[config.mk]
export PLATFORM = sky130hd
export DESIGN_NAME = xgmii_rr_arb_flat
export DESIGN_NICKNAME = d
export VERILOG_FILES = /design/src/rtl/xgmii_rr_arb_if.sv /design/src/rtl/xgmii_rr_arb.sv /design/src/flat_wrapper.sv
export SDC_FILE = /design/constraint.sdc
export NUM_CORES = 1
export LEC_CHECK = 0
export ABC_CLOCK_PERIOD_IN_PS = 2900
export BUFFER_PORTS_ARGS = -buffer_cell sky130_fd_sc_hd__buf_2
export CAP_MARGIN = 20
export CORE_AREA = 2 2 154 156
export DETAILED_ROUTE_END_ITERATION = 12
export DIE_AREA = 0 0 156 158
export GPL_ROUTABILITY_DRIVEN = 0
export HOLD_SLACK_MARGIN = 0.03
export PLACE_DENSITY = 0.55
export REMOVE_ABC_BUFFERS = 1
export SYNTH_ARGS = -nofsm -noshare
export SYNTH_HDL_FRONTEND = slang
export SYNTH_SLANG_ARGS = --single-unit
[constraint.sdc]
create_clock -name xgmii_clk -period 2.9 [get_ports xgmii_clk]
set_input_delay 0 -clock xgmii_clk [delete_from_list [all_inputs] [get_ports xgmii_clk]]
set_output_delay 0 -clock xgmii_clk [all_outputs]
set_load 0.01 [all_outputs]
[src/rtl/xgmii_rr_arb_if.sv]
// Source-side FIFO handshake bundle for the four-port XGMII frame arbiter.
// The master modport belongs to the per-port FIFOs and the slave modport to the arbiter.
interface xgmii_rr_arb_if;
   logic [3:0]   in_frame_rdy;
   logic [3:0]   in_empty;
   logic [31:0]  in_rxc;
   logic [255:0] in_rxd;
   logic [3:0]   in_rd_en;

   modport master (
      output in_frame_rdy,
      output in_empty,
      output in_rxc,
      output in_rxd,
      input  in_rd_en
   );

   modport slave (
      input  in_frame_rdy,
      input  in_empty,
      input  in_rxc,
      input  in_rxd,
      output in_rd_en
   );
endinterface

[src/rtl/xgmii_rr_arb.sv]
// Four-port XGMII frame arbiter: forwards one whole frame at a time from first-word-fall-through FIFOs.
// Define XGMII_ARB_PRIO0_EN to give port 0 strict priority over round-robin ports 1..3.
module xgmii_rr_arb #(
   parameter int IFG_WORDS = 1
) (
   input  logic             xgmii_clk,
   input  logic             sys_rst,
   xgmii_rr_arb_if.slave    bus,
   output logic [7:0]       xgmii_rxc,
   output logic [63:0]      xgmii_rxd,
   output logic [1:0]       grant,
   output logic             busy,
   output logic [7:0]       underrun_cnt,
   output logic [15:0]      frame_cnt
);

   localparam logic [7:0]  IDLE_C   = 8'hff;
   localparam logic [63:0] IDLE_D   = 64'h0707070707070707;
   localparam logic [3:0]  IFG_LAST = 4'(IFG_WORDS - 1);

   typedef enum logic [1:0] {
      S_IDLE,
      S_SEND,
      S_IFG
   } state_t;

   state_t      state;
   state_t      next_state;
   logic        data_seen;
   logic [3:0]  ifg_cnt;

   logic [1:0]  pick;
   logic        pick_valid;
   logic [1:0]  cand;
   logic [7:0]  head_rxc;
   logic [63:0] head_rxd;
   logic        head_empty;
   logic        pop;
   logic        term;

   assign head_rxc   = bus.in_rxc[{grant, 3'b000} +: 8];
   assign head_rxd   = bus.in_rxd[{grant, 6'b000000} +: 64];
   assign head_empty = bus.in_empty[grant];
   assign pop        = (state == S_SEND) && !head_empty;
   // Leaving SEND on the terminate edge is what stops any pop beyond the terminate word.
   assign term       = pop && data_seen && (head_rxc == IDLE_C);

   // Search upward from the last granted port so every ready port is served in turn.
   always_comb begin
      pick       = grant;
      pick_valid = 1'b0;
      cand       = grant;
`ifdef XGMII_ARB_PRIO0_EN
      if (bus.in_frame_rdy[0]) begin
         pick       = 2'd0;
         pick_valid = 1'b1;
      end else begin
         for (int i = 1; i <= 4; i++) begin
            cand = grant + 2'(i);
            if (!pick_valid && (cand != 2'd0) && bus.in_frame_rdy[cand]) begin
               pick       = cand;
               pick_valid = 1'b1;
            end
         end
      end
`else
      for (int i = 1; i <= 4; i++) begin
         cand = grant + 2'(i);
         if (!pick_valid && bus.in_frame_rdy[cand]) begin
            pick       = cand;
            pick_valid = 1'b1;
         end
      end
`endif
   end

   always_ff @(posedge xgmii_clk) begin
      if (sys_rst) begin
         state <= S_IDLE;
      end else begin
         state <= next_state;
      end
   end

   always_comb begin
      next_state = state;
      case (state)
         S_IDLE: begin
            if (pick_valid) begin
               next_state = S_SEND;
            end
         end
         S_SEND: begin
            if (term) begin
               next_state = S_IFG;
            end
         end
         S_IFG: begin
            if (ifg_cnt == IFG_LAST) begin
               next_state = S_IDLE;
            end
         end
         default: next_state = S_IDLE;
      endcase
   end

   // Reset blocks the pop strobe immediately so a reset mid-frame never consumes a word.
   always_comb begin
      busy        = (state == S_SEND) || (state == S_IFG);
      bus.in_rd_en = 4'b0000;
      if (pop && !sys_rst) begin
         bus.in_rd_en[grant] = 1'b1;
      end
   end

   always_ff @(posedge xgmii_clk) begin
      if (sys_rst) begin
         grant        <= 2'd3;
         data_seen    <= 1'b0;
         ifg_cnt      <= 4'd0;
         xgmii_rxc    <= IDLE_C;
         xgmii_rxd    <= IDLE_D;
         underrun_cnt <= 8'd0;
         frame_cnt    <= 16'd0;
      end else begin
         if (pop) begin
            xgmii_rxc <= head_rxc;
            xgmii_rxd <= head_rxd;
         end else begin
            xgmii_rxc <= IDLE_C;
            xgmii_rxd <= IDLE_D;
         end

         if ((state == S_IDLE) && pick_valid) begin
            grant     <= pick;
            data_seen <= 1'b0;
         end else if (pop && (head_rxc != IDLE_C)) begin
            data_seen <= 1'b1;
         end

         if (state == S_IFG) begin
            ifg_cnt <= ifg_cnt + 4'd1;
         end else begin
            ifg_cnt <= 4'd0;
         end

         // A starved source stalls the frame indefinitely; only the count records it.
         if ((state == S_SEND) && head_empty && (underrun_cnt != 8'hff)) begin
            underrun_cnt <= underrun_cnt + 8'd1;
         end

         if (term) begin
            frame_cnt <= frame_cnt + 16'd1;
         end
      end
   end

endmodule
[src/flat_wrapper.sv]
// flat-port wrapper written by rule: the top's interface ports become plain ports
module xgmii_rr_arb_flat 
#(
   parameter int IFG_WORDS = 1
)
  (xgmii_clk, sys_rst, xgmii_rxc, xgmii_rxd, grant, busy, underrun_cnt, frame_cnt, bus_in_frame_rdy, bus_in_empty, bus_in_rxc, bus_in_rxd, bus_in_rd_en);
  xgmii_rr_arb_if bus_i ();
  input  logic xgmii_clk;
  input  logic sys_rst;
  output logic [7:0] xgmii_rxc;
  output logic [63:0] xgmii_rxd;
  output logic [1:0] grant;
  output logic busy;
  output logic [7:0] underrun_cnt;
  output logic [15:0] frame_cnt;
  input wire logic [$bits(bus_i.in_frame_rdy)-1:0] bus_in_frame_rdy;
  input wire logic [$bits(bus_i.in_empty)-1:0] bus_in_empty;
  input wire logic [$bits(bus_i.in_rxc)-1:0] bus_in_rxc;
  input wire logic [$bits(bus_i.in_rxd)-1:0] bus_in_rxd;
  output wire logic [$bits(bus_i.in_rd_en)-1:0] bus_in_rd_en;
  assign bus_i.in_frame_rdy = bus_in_frame_rdy;
  assign bus_i.in_empty = bus_in_empty;
  assign bus_i.in_rxc = bus_in_rxc;
  assign bus_i.in_rxd = bus_in_rxd;
  assign bus_in_rd_en = bus_i.in_rd_en;
  xgmii_rr_arb #(.IFG_WORDS(IFG_WORDS)) u_core (.xgmii_clk(xgmii_clk), .sys_rst(sys_rst), .bus(bus_i), .xgmii_rxc(xgmii_rxc), .xgmii_rxd(xgmii_rxd), .grant(grant), .busy(busy), .underrun_cnt(underrun_cnt), .frame_cnt(frame_cnt));
endmodule
==> results.sh, run 1 <==
export IMPL_outcome="finished, final reports clean"
export IMPL_hold_viol=0
export IMPL_drv_slew=0
export IMPL_synth_area_per_cell_sq_um=12.2
export IMPL_cp_end_kind="output pin"
export IMPL_worst_clock_skew_ps=16.3
export IMPL_drt_iter0_markers=264
export IMPL_grt_overflow_total=0
export IMPL_worstSetupPathType="reg2out"
export IMPL_ios=401
export IMPL_cts_clk_slew_worst_paths_ps=80
export IMPL_clkSinkCount=105
export IMPL_ys_types=52
export IMPL_max_freq_mhz=393
export IMPL_portBuffers=400
export IMPL_cts_tree="built"
export IMPL_routed_wl_mm=22.9
export IMPL_ys_flop_type="dfxtp_1"
export IMPL_worst_ep_required_time_ps=2900
export IMPL_final_common_cell="buf_2"
export IMPL_grt_usage_pct=18.4
export IMPL_syn2layout_area_growth_pct=47.4
export IMPL_p_sw_share_pct=32.2
export IMPL_tightest_slew_ps=909
export IMPL_grt_pass1_vias=5401
export IMPL_dp_hpwl_mm=19.5
export IMPL_seq_area_frac_synth_pct=37.4
export IMPL_antenna_found_initial=10
export IMPL_post_place_cells=1125
export IMPL_drc=0
export IMPL_final_cell_mix="400 x buf_2, 103 x dfxtp_1, 73 x mux4_2"
export IMPL_max_slew_margin_pct=39.4
export IMPL_cp_start_kind="flip-flop"
export IMPL_clock_power_share_pct=26.6
export IMPL_die_h_um=158
export IMPL_seqCellArea_sq_um=2110
export IMPL_wl_per_cell_um=20.0
export IMPL_power_density_nw_per_um2=656
export IMPL_fillers=2356
export IMPL_via_per_inst=4.66
export IMPL_internal_power_uw=3680
export IMPL_final_cells=1149
export IMPL_rsz0062_at_grt="no"
export IMPL_arrival_ps=2550
export IMPL_fin_setup_tns_ps=0
export IMPL_final_area_sq_um=8280
export IMPL_cts_max_level=3
export IMPL_ys_async_sr_fraction_pct=0
export IMPL_setup_violations_final=0
export IMPL_die_area_sq_um=24600
export IMPL_drive_above_1_share_pct=59.6
export IMPL_netSwitchingPower_uw=1750
export IMPL_clock_path_buffers=2
export IMPL_row_count=56
export IMPL_clock_root_buffer="clkbuf_16"
export IMPL_min_path_type="in2reg"
export IMPL_power_uw=5430
export IMPL_ctsResizeCount=0
export IMPL_grt_pass1_wl_mm=33.2
export IMPL_vias=5354
export IMPL_synth_edff_count=0
export IMPL_combPwrFrac_pct=41.7
export IMPL_finalNetCount=1158
export IMPL_ys_seq_elements=105
export IMPL_coreArea_sq_um=23100
export IMPL_yosysWarnings=0
export IMPL_cts_buffers=9
export IMPL_period_minus_slack_ps=2550
export IMPL_worst_path_max_fanout=44
export IMPL_multi_input_area_sq_um=3290
export IMPL_p_leak_uw=0.00381
export IMPL_peakVddDrop_mv=0.292
export IMPL_pwr_share_seq_pct=31.8
export IMPL_post_cts_buffers=0
export IMPL_grt_max_degree=54
export IMPL_maxCapViolCount=0
export IMPL_finish_utilization_pct=35.9
export IMPL_clkLatencyLatePin_ps=350
export IMPL_fin_crit_sh_pct=87.9
export IMPL_initial_core_util_pct=24.4
export IMPL_netlist_area_sq_um=5620
export IMPL_postSynthCellCount=462
export IMPL_die_w_um=156
export IMPL_place_area_sq_um=7900
export IMPL_drtPass1Iterations=6
export IMPL_postRouteAntennaNets=0
[synthesized netlist by cell type (2+ instances only)]
library cell,n,share of area (%)
clkbuf_1,20,1.3
nand2_1,11,0.74
mux4_2,73,29
nand4b_1,2,0.31
nor4_1,2,0.22
buf_2,8,0.71
dfxtp_1,105,37
nor2_1,25,1.7
mux2i_1,2,0.36
nor2b_1,4,0.45
ha_1,12,2.7
or3_1,36,4.0
nand2b_1,6,0.67
o21ai_0,7,0.62
and3_1,2,0.22
and2_1,45,5.0
a21o_1,3,0.40
buf_6,2,0.40
nand3_1,9,0.80
xor2_1,5,0.78
a21oi_1,12,1.1
inv_1,18,1.2
mux4_1,3,1.4
buf_1,2,0.13
and4_1,4,0.62
or4_1,2,0.27
xnor2_1,8,1.2
nand4_1,10,1.1
[repair_timing]
item	in CTS	in global routing
setup endpoints to repair	0	0
endpoints found under the hold margin	1	0
hold buffers	2	0
[layout make-up]
type,instances,area share (%)
Antenna cell,6,0.181
Clock buffer,9,2.72
Clock inverter,7,1.47
Inverter,18,0.816
Multi-Input combinational cell,306,39.7
Sequential cell,105,25.5
Tap cell,290,4.38
Timing Repair Buffer,408,25.3
[per-layer routing]
layer	track usage, %	vias to the layer above	wire length, um
li1	-	2514	-
met2	32.2	215	12100
met1	22.4	2601	9240
met5	0	-	104
met3	4.43	18	1290
met4	5.77	6	228
[power by group through the flow]
| stage | sequential [uW] | clock, uW | combinational [uW] |
|---|---|---|---|
| final | 1720 | 1440 | 2260 |
| after global routing | 1750 | 1550 | 2460 |
| after CTS | 1730 | 1500 | 2310 |
| after detailed placement | 1760 | 0 | 2290 |
| after global placement | 1760 | 0 | 2270 |
| after floorplan | 2050 | 0 | 1320 |
[logic make-up (layout without fill, tap and decap cells)]
family | after synthesis | in the layout | synth area share [%]
muxes | 81 | 81 | 31.7
other | 0 | 6 | 0
buffers and inverters | 51 | 442 | 4.06
adders and majority gates | 12 | 12 | 2.67
DFF | 105 | 105 | 37.4
xor gates and xnor gates | 13 | 13 | 2.03
and+or+nand+nor | 168 | 168 | 18.4
AOI/OAI and AO/OA | 32 | 32 | 3.68
[final timing paths]
check | end | cells past startpoint | start | slack (ps)
max | bus_in_rd_en[0] | 6 | u_core.grant[0] | 350
min | u_core.xgmii_rxd[17] | 3 | bus_in_rxd[17] | 50
max reg2reg | u_core.xgmii_rxd[10] | 4 | u_core.grant[0] | 430
min reg2reg | u_core.ifg_cnt[0] | 1 | u_core.ifg_cnt[0] | 480
[stage by stage]
stage / worst slack, ps / hold WS, ps
2_1_floorplan: -2320 / 69.1
3_3_place_gp: 597 / 398
3_5_place_dp: 550 / 395
4_1_cts: 302 / 31.1
5_1_grt: 181 / 35.2
6_report: 352 / 47.9
[sequential cells by signal, indices dropped and copies added (netlist names)]
| register | count |
|---|---|
| u_core.state | 2 |
| u_core.xgmii_rxd | 64 |
| u_core.underrun_cnt | 8 |
| u_core.xgmii_rxc | 8 |
| u_core.ifg_cnt | 4 |
| u_core.frame_cnt | 16 |
| u_core.grant | 2 |
| u_core.data_seen | 1 |
[worst max-delay path, stage by stage, from the launching register on]
cell and delay (ps):
dfxtp_4 490, mux4_2 610, nand2b_4 350, nor2_2 230, buf_12 210, and2_1 150
buf_2 120
Power figures use the tool's default switching activity.
==> run 2, diff against run 1 <==
--- a/config.mk
+++ b/config.mk
@@ -6,5 +6,5 @@
 export NUM_CORES = 1
 export LEC_CHECK = 0
-export ABC_CLOCK_PERIOD_IN_PS = 2900
+export ABC_CLOCK_PERIOD_IN_PS = 2500
 export BUFFER_PORTS_ARGS = -buffer_cell sky130_fd_sc_hd__buf_2
 export CAP_MARGIN = 20
@@ -13,5 +13,4 @@
 export DIE_AREA = 0 0 156 158
 export GPL_ROUTABILITY_DRIVEN = 0
-export HOLD_SLACK_MARGIN = 0.03
 export PLACE_DENSITY = 0.55
 export REMOVE_ABC_BUFFERS = 1
==> constraint.sdc (replaced) <==
create_clock -name xgmii_clk -period 2.5 [get_ports xgmii_clk]
set_input_delay 0.125 -clock xgmii_clk [delete_from_list [all_inputs] [get_ports xgmii_clk]]
set_output_delay 0.125 -clock xgmii_clk [all_outputs]
set_load 0.01 [all_outputs]
==> results.sh, run 2 (same netlist as run 1, synthesis figures left out) <==
export IMPL_ios=401
export IMPL_place_area_sq_um=7910
export IMPL_top_regs="u_core.xgmii_rxd x64, u_core.frame_cnt x16"
export IMPL_fillers=2362
export IMPL_grt_overflow_total=0
export IMPL_worst_hold_slack_ps=160
export IMPL_max_slew_margin_pct=48.7
export IMPL_period_minus_slack_ps=2310
export IMPL_antenna_found_initial=10
export IMPL_drt_iter0_markers=238
export IMPL_grt_pass1_vias=5441
export IMPL_portBuffers=400
export IMPL_grt_usage_pct=18.2
export IMPL_outcome="finished, final reports clean"
export IMPL_grt_max_degree=49
export IMPL_cts_buffers=9
export IMPL_slowest_stage="mux4_2"
export IMPL_clkSinkCount=105
export IMPL_path_cells="mux4_2, nand2b_4, nor2_2, buf_12, and2_1, buf_2"
export IMPL_largest_reg_flops=64
export IMPL_cts_tree="built"
export IMPL_max_freq_mhz=433
export IMPL_cp_end_kind="output pin"
export IMPL_endpoint="bus_in_rd_en[3]"
export IMPL_final_common_cell="buf_2"
export IMPL_final_area_sq_um=8270
export IMPL_final_cell_mix="400 x buf_2, 103 x dfxtp_1, 73 x mux4_2"
export IMPL_rsz0062_at_grt="no"
export IMPL_reg2regPathDepth=7
export IMPL_cts_max_level=3
export IMPL_crit_start="u_core.grant[0]"
export IMPL_worst_path_max_fanout=44
export IMPL_hold_viol=0
export IMPL_cp_start_kind="flip-flop"
export IMPL_syn2layout_area_growth_pct=47.3
export IMPL_hold_depth=3
export IMPL_via_per_inst=4.68
export IMPL_worst_clock_skew_ps=7.37
export IMPL_worst_ep_required_time_ps=2380
export IMPL_maxCapViolCount=0
export IMPL_place_ws_ps=147
export IMPL_peakVddDrop_mv=0.282
export IMPL_drc=0
export IMPL_r2r_start="u_core.grant[0]"
export IMPL_seqCellArea_sq_um=2110
export IMPL_regToRegEndpoint="u_core.frame_cnt[11]"
export IMPL_p_leak_uw=0.00381
export IMPL_die_h_um=158
export IMPL_finalNetCount=1161
export IMPL_coreArea_sq_um=23100
export IMPL_top_register="u_core.xgmii_rxd"
export IMPL_vias=5388
export IMPL_worstSetupPathType="reg2out"
export IMPL_clock_path_buffers=2
export IMPL_grt_pass1_wl_mm=32.8
export IMPL_fin_crit_sh_pct=92.4
export IMPL_layout_setup_ws_ps=190
export IMPL_drive_above_1_share_pct=59.9
export IMPL_tightest_slew_ps=760
export IMPL_crit_path_max_incr_delay_ps=570
export IMPL_min_path_type="in2reg"
export IMPL_row_count=56
export IMPL_regToRegSetupSlack_ps=200
export IMPL_hold_path_startpoint="bus_in_rxd[0]"
export IMPL_initial_core_util_pct=24.4
export IMPL_dp_hpwl_mm=19.3
export IMPL_ctsHoldBuffers=0
export IMPL_routed_wl_mm=22.7
export IMPL_clkLatencyLatePin_ps=350
export IMPL_power_density_nw_per_um2=745
export IMPL_finish_utilization_pct=35.9
export IMPL_drtPass1Iterations=4
export IMPL_clock_root_buffer="clkbuf_16"
export IMPL_drv_slew=0
export IMPL_setup_violations_final=0
export IMPL_arrival_ps=2180
export IMPL_wl_per_cell_um=19.7
export IMPL_cts_clk_slew_worst_paths_ps=80
export IMPL_postRouteAntennaNets=0
export IMPL_die_area_sq_um=24600
export IMPL_multi_input_area_sq_um=3290
export IMPL_die_w_um=156
run 2: critical path, delay by kind of cell, from the launching register on:
family | cells | cell delay, ps
multiplexers | 1 | 570
flip-flops | 1 | 370
AND/OR/NAND/NOR | 3 | 540
buffers and inverters | 2 | 320
run 2: area by class of cell:
type | instances | area share [%]
Multi-Input combinational cell | 306 | 39.7
Timing Repair Buffer | 411 | 25.7
Sequential cell | 105 | 25.5
Tap cell | 290 | 4.39
Clock buffer | 9 | 2.72
Clock inverter | 7 | 1.04
Inverter | 18 | 0.817
Antenna cell | 5 | 0.151
run 2: where the power goes:
| part | switching, uW | internal (uW) | leakage, uW |
|---|---|---|---|
| Clock | 708 | 799 | 0.000150 |
| Sequential | 112 | 1870 | 0.000851 |
| Combinational | 1230 | 1450 | 0.00281 |
| Total | 2050 | 4110 | 0.00381 |
run 2: worst min-delay path by stage:
stage,to,slack [ps]
finish,u_core.xgmii_rxd[0],160
global route,u_core.xgmii_rxd[16],160
detailed placement,u_core.ifg_cnt[0],460
CTS,u_core.xgmii_rxd[0],140
global placement,u_core.ifg_cnt[0],450
floorplan,u_core.frame_cnt[10],190
run 2: repair_timing:
action | in CTS | in global routing
setup endpoints to repair | 4 | 0
resized for setup | 0 | 0
setup buffers | 3 | 0
run 2: stage by stage:
stage	instances	power, uW	TNS (ps)
finish	1151	6160	0
CTS	1146	6280	0
floorplan	429	3920	-263420
global placement	1127	4670	0
global route	1151	6530	0
detailed placement	1127	4700	0
run 2: per-layer routing:
| metal | up-vias | global-route usage [%] | wire length, um |
|---|---|---|---|
| li1 | 2523 | - | - |
| met1 | 2593 | 22.3 | 9070 |
| met5 | - | 0 | 46 |
| met3 | 29 | 4.90 | 1760 |
| met2 | 235 | 31.1 | 11500 |
| met4 | 8 | 5.72 | 367 |
==> run 3, diff against run 2 <==
CELL_PAD_IN_SITES_DETAIL_PLACEMENT = 0   (was not set)
CELL_PAD_IN_SITES_GLOBAL_PLACEMENT = 1   (was not set)
CORE_AREA = 2 2 157 159   (was 2 2 154 156)
DIE_AREA = 0 0 159 161   (was 0 0 156 158)
PLACE_DENSITY = not set   (was 0.55)
PLACE_DENSITY_LB_ADDON = 0.1   (was not set)
==> results.sh, run 3 (same netlist as run 1, synthesis figures left out) <==
export IMPL_outcome="finished, final reports clean"
export IMPL_power_density_nw_per_um2=729
export IMPL_grt_overflow_total=0
export IMPL_cts_clk_slew_worst_paths_ps=70
export IMPL_grt_usage_pct=17.8
export IMPL_syn2layout_area_growth_pct=48.3
export IMPL_crit_path_max_incr_delay_ps=610
export IMPL_die_area_sq_um=25600
export IMPL_wl_per_cell_um=19.2
export IMPL_worst_clock_skew_ps=9.48
export IMPL_final_common_cell="buf_2"
export IMPL_coreArea_sq_um=24000
export IMPL_final_cells=1198
export IMPL_antenna_found_initial=23
export IMPL_worst_hold_slack_ps=140
export IMPL_grt_pass1_vias=5808
export IMPL_min_path_type="in2reg"
export IMPL_drtPass1Iterations=4
export IMPL_fin_crit_sh_pct=92.5
export IMPL_setup_violations_final=0
export IMPL_cts_max_level=3
export IMPL_grt_max_degree=55
export IMPL_cp_top_family="multiplexers"
export IMPL_top_register="u_core.xgmii_rxd"
export IMPL_clkLatencyLatePin_ps=350
export IMPL_die_w_um=159
export IMPL_slowest_stage="mux4_1"
export IMPL_p_leak_uw=0.00380
export IMPL_max_slew_margin_pct=46.8
export IMPL_portBuffers=400
export IMPL_initial_core_util_pct=23.4
export IMPL_top_layer="met5"
export IMPL_dp_hpwl_mm=19.4
export IMPL_drt_iter0_markers=152
export IMPL_clock_path_buffers=2
export IMPL_worst_path_max_fanout=5
export IMPL_worstSetupPathType="reg2reg"
export IMPL_grt_pass1_wl_mm=34.5
export IMPL_drv_slew=0
export IMPL_cp_start_kind="flip-flop"
export IMPL_hold_viol=0
export IMPL_fin_setup_tns_ps=0
export IMPL_post_place_cells=1162
export IMPL_ios=401
export IMPL_finalNetCount=1163
export IMPL_die_h_um=161
export IMPL_max_freq_mhz=433
export IMPL_final_cell_mix="400 x buf_2, 103 x dfxtp_1, 73 x mux4_2"
export IMPL_vias=5362
export IMPL_row_count=57
export IMPL_period_minus_slack_ps=2310
export IMPL_routed_wl_mm=23.0
export IMPL_peakVddDrop_mv=0.259
export IMPL_postRouteAntennaNets=0
export IMPL_top_regs="u_core.xgmii_rxd x64, u_core.frame_cnt x16"
export IMPL_clock_root_buffer="clkbuf_16"
export IMPL_maxCapViolCount=0
export IMPL_arrival_ps=2550
export IMPL_tightest_slew_ps=788
export IMPL_drc=0
export IMPL_ctsHoldBuffers=0
export IMPL_met3_length_mm=1.74
export IMPL_met1_length_mm=8.60
export IMPL_dr_wl_met2_mm=11.9
export IMPL_path_cells="buf_4, mux4_1, and4_1, and3_1, nand4_4, mux2_4"
export IMPL_final_area_sq_um=8330
export IMPL_worst_ep_required_time_ps=2740
export IMPL_cts_buffers=9
export IMPL_worst_path_buf_inv=1
export IMPL_drive_above_1_share_pct=59.8
export IMPL_clkSinkCount=105
export IMPL_place_area_sq_um=7960
export IMPL_via_per_inst=4.48
export IMPL_rsz0062_at_grt="no"
export IMPL_largest_reg_flops=64
export IMPL_cts_tree="built"
export IMPL_cp_end_kind="flip-flop"
-- run 3: cell count changes in the layout (fill, tap and decap cells not counted), moves of 2 or more --
cell / before / now
buf_12: 3 / 1
clkbuf_8: 0 / 2
clkinv_4: 2 / 0
clkbuf_1: 0 / 2
inv_8: 2 / 0
diode_2: 5 / 16
buf_4: 8 / 11
-- run 3: metrics by stage --
| stage | setup WS, ps | utilization (%) | power [uW] |
|---|---|---|---|
| after global placement | 133 | 33.2 | 4710 |
| after global routing | 75.9 | 34.7 | 6460 |
| after detailed placement | 89.1 | 33.2 | 4720 |
| final | 188 | 34.8 | 6070 |
| after CTS | 55.7 | 34.5 | 6160 |
| after floorplan | -2800 | - | 3920 |
-- run 3: timing repair --
action                                  CTS  global route
buffers inserted                          1             3
endpoints found under the setup margin    4             5
pin swaps                                 1             0
gates resized for setup                   1             1
cloned                                    0             0
-- run 3: path summary, 6_finish.rpt --
kind,to,depth (start not counted),from,slack (ps)
max,u_core.frame_cnt[11],6,u_core.grant[0],190
min,u_core.xgmii_rxd[26],2,sys_rst,140
max reg2reg,u_core.frame_cnt[11],6,u_core.grant[0],190
min reg2reg,u_core.ifg_cnt[0],1,u_core.ifg_cnt[0],470
-- run 3: layer usage --
metal / vias to the layer above / GRT usage [%]
li1: 2539 / -
met1: 2547 / 19.3
met2: 221 / 31.2
met3: 43 / 5.32
met4: 12 / 9.71
met5: - / 0
-- run 3: final cells by class --
type | count | area, sq um
Timing Repair Buffer | 413 | 2130
Fill cell | 2539 | 15600
Antenna cell | 16 | 40.0
Tap cell | 324 | 405
Inverter | 18 | 67.6
Sequential cell | 105 | 2110
Multi-Input combinational cell | 306 | 3290
Clock buffer | 13 | 260
Clock inverter | 3 | 23.8
-- run 3: report_power, final --
group          total, uW  internal (uW)  switching [uW]
Combinational       2690           1460            1230
Sequential          1990           1870             116
Clock               1400            737             665
